**src/rtl/lif_neuron_array.sv**
```systemverilog
// Multi-channel leaky integrate-and-fire neuron core with shared configuration,
// membrane-potential monitor and a saturating output spike counter.
module lif_neuron_array #(
  parameter int unsigned N_CH        = 4,
  parameter int unsigned W           = 8,
  parameter int unsigned THRESH_INIT = 100,
  parameter int unsigned WEIGHT_INIT = 30,
  parameter int unsigned LEAK_INIT   = 0,
  parameter int unsigned REFRAC_INIT = 0,
  localparam int unsigned SEL_W      = (N_CH > 1) ? $clog2(N_CH) : 1
) (
  input  logic             clk,
  input  logic             rst,
  input  logic             step,
  input  logic [N_CH-1:0]  spike_in,
  input  logic             cfg_we,
  input  logic [1:0]       cfg_sel,
  input  logic [W-1:0]     cfg_data,
  input  logic [SEL_W-1:0] v_sel,
  output logic [N_CH-1:0]  spike_out,
  output logic [W-1:0]     v_mon,
  output logic [15:0]      spike_count
);

  logic [W-1:0]    thr_q, wgt_q;
  logic [3:0]      lk_q;
  logic [7:0]      rf_q;

  logic [W-1:0]    v_q [N_CH];
  logic [W-1:0]    v_d [N_CH];
  logic [7:0]      r_q [N_CH];
  logic [7:0]      r_d [N_CH];
  logic [N_CH-1:0] fire_d, spike_q;
  logic [W-1:0]    v_mon_d, v_mon_q;
  logic [15:0]     count_d, count_q;
  logic [16:0]     count_sum;

  // Shared configuration; a write never affects the step sampled in the same cycle
  // because the datapath only ever reads the registered values.
  always_ff @(posedge clk) begin
    if (rst) begin
      thr_q <= W'(THRESH_INIT);
      wgt_q <= W'(WEIGHT_INIT);
      lk_q  <= 4'(LEAK_INIT);
      rf_q  <= 8'(REFRAC_INIT);
    end else if (cfg_we) begin
      case (cfg_sel)
        2'd0:    thr_q <= cfg_data;
        2'd1:    wgt_q <= cfg_data;
        2'd2:    lk_q  <= cfg_data[3:0];
        default: rf_q  <= 8'(cfg_data);
      endcase
    end
  end

  always_comb begin
    fire_d = '0;
    for (int i = 0; i < N_CH; i++) begin
      logic [W-1:0] leak;
      logic [W:0]   sum;
      logic [W-1:0] sat;
      leak = (lk_q == 4'd0) ? '0 : (v_q[i] >> lk_q);
      // W+1 bits: V-L is non-negative, adding the weight may carry into bit W.
      sum  = {1'b0, v_q[i]} - {1'b0, leak} + (spike_in[i] ? {1'b0, wgt_q} : '0);
      sat  = sum[W] ? '1 : sum[W-1:0];
      v_d[i] = v_q[i];
      r_d[i] = r_q[i];
      if (step) begin
        if (r_q[i] != 8'd0) begin
          r_d[i] = r_q[i] - 8'd1;
          v_d[i] = '0;
        end else if (sat >= thr_q) begin
          fire_d[i] = 1'b1;
          v_d[i]    = '0;
          r_d[i]    = rf_q;
        end else begin
          v_d[i] = sat;
        end
      end
    end
  end

  always_comb begin
    count_sum = {1'b0, count_q};
    for (int i = 0; i < N_CH; i++) begin
      count_sum = count_sum + 17'(fire_d[i]);
    end
    count_d = count_sum[16] ? 16'hFFFF : count_sum[15:0];
  end

  always_comb begin
    v_mon_d = '0;
    if (32'(v_sel) < N_CH) begin
      v_mon_d = v_q[v_sel];
    end
  end

  always_ff @(posedge clk) begin
    if (rst) begin
      for (int i = 0; i < N_CH; i++) begin
        v_q[i] <= '0;
        r_q[i] <= '0;
      end
      spike_q <= '0;
      v_mon_q <= '0;
      count_q <= '0;
    end else begin
      for (int i = 0; i < N_CH; i++) begin
        v_q[i] <= v_d[i];
        r_q[i] <= r_d[i];
      end
      spike_q <= fire_d;
      v_mon_q <= v_mon_d;
      count_q <= count_d;
    end
  end

  assign spike_out   = spike_q;
  assign v_mon       = v_mon_q;
  assign spike_count = count_q;

endmodule

```
**config.mk**
```make
export PLATFORM = sky130hd
export DESIGN_NAME = lif_neuron_array
export DESIGN_NICKNAME = d
export VERILOG_FILES = /design/src/rtl/lif_neuron_array.sv
export SDC_FILE = /design/constraint.sdc
export NUM_CORES = 1
export LEC_CHECK = 0
export ABC_AREA = 0
export CAP_MARGIN = 10
export CORE_ASPECT_RATIO = 1.25
export CORE_MARGIN = 4
export CORE_UTILIZATION = 29
export CTS_BUF_LIST = sky130_fd_sc_hd__clkbuf_2
export CTS_CLUSTER_DIAMETER = 60
export DETAILED_ROUTE_END_ITERATION = 12
export GPL_TIMING_DRIVEN = 0
export HOLD_SLACK_MARGIN = 0.02
export PLACE_DENSITY = 0.43
export SETUP_SLACK_MARGIN = 0.3
export SLEW_MARGIN = 15
export SYNTH_ARGS = -nofsm -noshare
export SYNTH_HDL_FRONTEND = slang
export SYNTH_SLANG_ARGS = --single-unit
```
**constraint.sdc**
```tcl
create_clock -name clk -period 6.45 [get_ports clk]
set_clock_uncertainty 0.1 [all_clocks]
set_input_delay 1.29 -clock clk [delete_from_list [all_inputs] [get_ports clk]]
set_output_delay 1.29 -clock clk [all_outputs]
set_load 0.02 [all_outputs]
```
==> reports/qor.csv <==
metric,value,unit
status,"finished, final reports clean",
Die X,172,um
top_reg_cell synth,dfxtp_1,
Worst-path clk slew,0.22,ns
Clock Path Buffers,2,
placer's final routability congestion estimate,0.880,
DR iter-0 viols,561,
setup violators final,0,
YS warnings,0,
met1 Use GR,0.244,
TritonCTS Buffers,17,
final hold vios,0,
Post-synth EDFFs,0,
"commonest non-fill, non-tap cell in the layout",inv_1,
antenna violations before repair,2,
vias per cell,5.35,
Most Crowded Layer GR,met2,
Critical Path Fanout Max,8,
WP depth,29,
Syn Inst Count,1166,
leakage power,0.00486,uW
Post-route DRC,0,
CP peak stage delay,0.52,ns
clock latency on the worst-skew pair,0.73,ns
worst hold stages,2,
grt met3 use,0.0257,
Ports,48,
CP bufs+invs,8,
largest net degree at the start of global routing,17,
input/output buffers,44,
Syn-to-layout area delta,28.4,%
H-tree lvl count,4,
CP required,6.99,ns
total power,4040,uW
met2 Use GR,0.325,
count of cell types in the netlist,75,
CP Class,register to register,
register area share after synthesis,0.248,
Mean Syn Cell Area,8.32,um^2
CP top delay family,adder cells,
cell mode on critical path,fa_2,
Tot GR Track Use,0.189,
"FFs w/ async S/R, synth",0,
core area,32900,um^2
peak supply drop,0.217,mV
Setup crit end kind,register,
CP startpoint kind,register,
Wirelength per Cell,19.9,um
Worst R2R Path Depth,29,
drt pass-1 iters,5,
Hold Crit Class,register to register,
Initial Utilization,0.295,
Max Cap Violations,0,
nets@finish,1422,
RSZ-0062 raised after global routing,yes,
max-slew violation count,0,
post-route ant nets,0,
share of cells above drive strength 1,0.206,
grt total ovfl,0,
Netlist Area Pre-Place,9700,um^2
relative max-transition margin,0.349,
slew at the pin with the worst max-slew slack,0.969,ns
CTS tree,done,
cell area power density,324,nW/um^2
site row count,74,
Crit-path slowest cell,fa_1,
post-layout util,0.379,
DP HPWL,25.8,mm
vias in the first global route,9219,
most frequent cells in the layout,"inv_1, dfxtp_1, nand2_1, nor2_1, ha_1",
clock sink count,120,
CTS root buf,clkbuf_2,
"wirelength, routed",34.3,mm
Final Cycle Share,0.968,
fmax,160,MHz
global-route wire length before repair,53.5,mm
Yosys reg bits,120,
Vias,9224,
die area,36500,um^2
CP arrival,6.78,ns
die height,213,um
min Tclk post-route,6.25,ns
[sequential cells by signal (all words and copies together) (netlist names)]
name and flops:
r_q 32, v_q 32, spike_count 16, rf_q 8, thr_q 8, v_mon 8
wgt_q 8, lk_q 4, spike_out 4
[through the flow]
stage | setup slack [ns] | cell area (um^2) | cells | hold WS (ns) | TNS, ns
detailed placement | -1.80 | 10800 | 1630 | 0.382 | -32.08
global route | -0.0994 | 12500 | 1725 | 0.435 | -0.827
finish | 0.205 | 12500 | 1725 | 0.395 | 0
global placement | -1.81 | 10800 | 1630 | 0.371 | -31.85
floorplan | 0.163 | 9850 | 1168 | 0.347 | 0
CTS | 0.213 | 12100 | 1710 | 0.405 | 0
[cells by family after synthesis]
family          Yosys count  share of synthesized area
other cells               2                   0.000774
fa+ha+maj               108                      0.166
buf+inv                 176                     0.0694
compound gates          332                      0.237
simple gates            344                      0.180
flops                   120                      0.248
xor+xnor                 19                     0.0172
mux                      65                     0.0816
[final timing paths]
check	start	to	slack [ns]
hold reg to reg	spike_count[15]$_SDFF_PP0_	spike_count[14]$_SDFF_PP0_	0.40
setup / recovery	lk_q[1]$_SDFFE_PP0P_	spike_count[10]$_SDFF_PP0_	0.20
setup reg to reg	lk_q[1]$_SDFFE_PP0P_	spike_count[10]$_SDFF_PP0_	0.20
hold / removal	spike_count[15]$_SDFF_PP0_	spike_count[14]$_SDFF_PP0_	0.40
[synth_stat cells (15+ instances only)]
| cell type | count | area (um^2) |
|---|---|---|
| nor2_1 | 94 | 353 |
| o211ai_1 | 28 | 210 |
| clkbuf_1 | 46 | 173 |
| inv_1 | 121 | 454 |
| a211oi_1 | 22 | 165 |
| nand2_1 | 91 | 342 |
| nand3_1 | 19 | 95.1 |
| nor3_1 | 19 | 95.1 |
| dfxtp_1 | 120 | 2400 |
| a22o_1 | 29 | 254 |
| nor2b_1 | 23 | 144 |
| nor3b_1 | 16 | 120 |
| ha_1 | 73 | 913 |
| o22ai_1 | 16 | 100 |
| mux2i_1 | 51 | 510 |
| a21oi_1 | 69 | 345 |
| nand2b_1 | 15 | 93.8 |
| o21ai_0 | 64 | 320 |
| fa_1 | 35 | 701 |
[final cells by class]
cell class                      instances  area [um^2]
Sequential cell                       120         2420
Antenna cell                            1         2.50
Tap cell                              418          523
Inverter                              121          454
Timing Repair Buffer                  107         1030
Multi-Input combinational cell        872         7380
Clock inverter                         11          131
Buffer                                 55          423
Fill cell                            3380        20400
Clock buffer                           20          100
[power by group]
part / switching (uW) / total (uW) / leakage, uW / internal [uW]
clock: 311 / 525 / 0.000152 / 214
sequential: 147 / 1010 / 0.000979 / 864
combinational: 1420 / 2500 / 0.00373 / 1080
[layer usage]
metal	up-vias	part of all wire	routed length, um
met5	-	0	0
met1	4506	0.44	15200
met3	43	0.037	1270
li1	4449	-	-
met4	0	0.027	923
met2	226	0.49	16900
[repair_timing]
item / CTS / global route
buffers inserted: 47 / 14
pin swaps: 38 / 28
hold buffers: 0 / 0
gates cloned: 2 / 0
resized for setup: 156 / 57
endpoints found under the setup margin: 29 / 21
[worst reg2reg max path: cells and delay by family, from the launching register on]
family,cells,cell delay (ns)
adders and majority gates,6,2.30
AOI/OAI and AO/OA,7,1.10
and+or+nand+nor,7,1.08
buffers and inverters,8,1.02
DFF,1,0.40
muxes,1,0.18
Power figures use the tool's default switching activity.
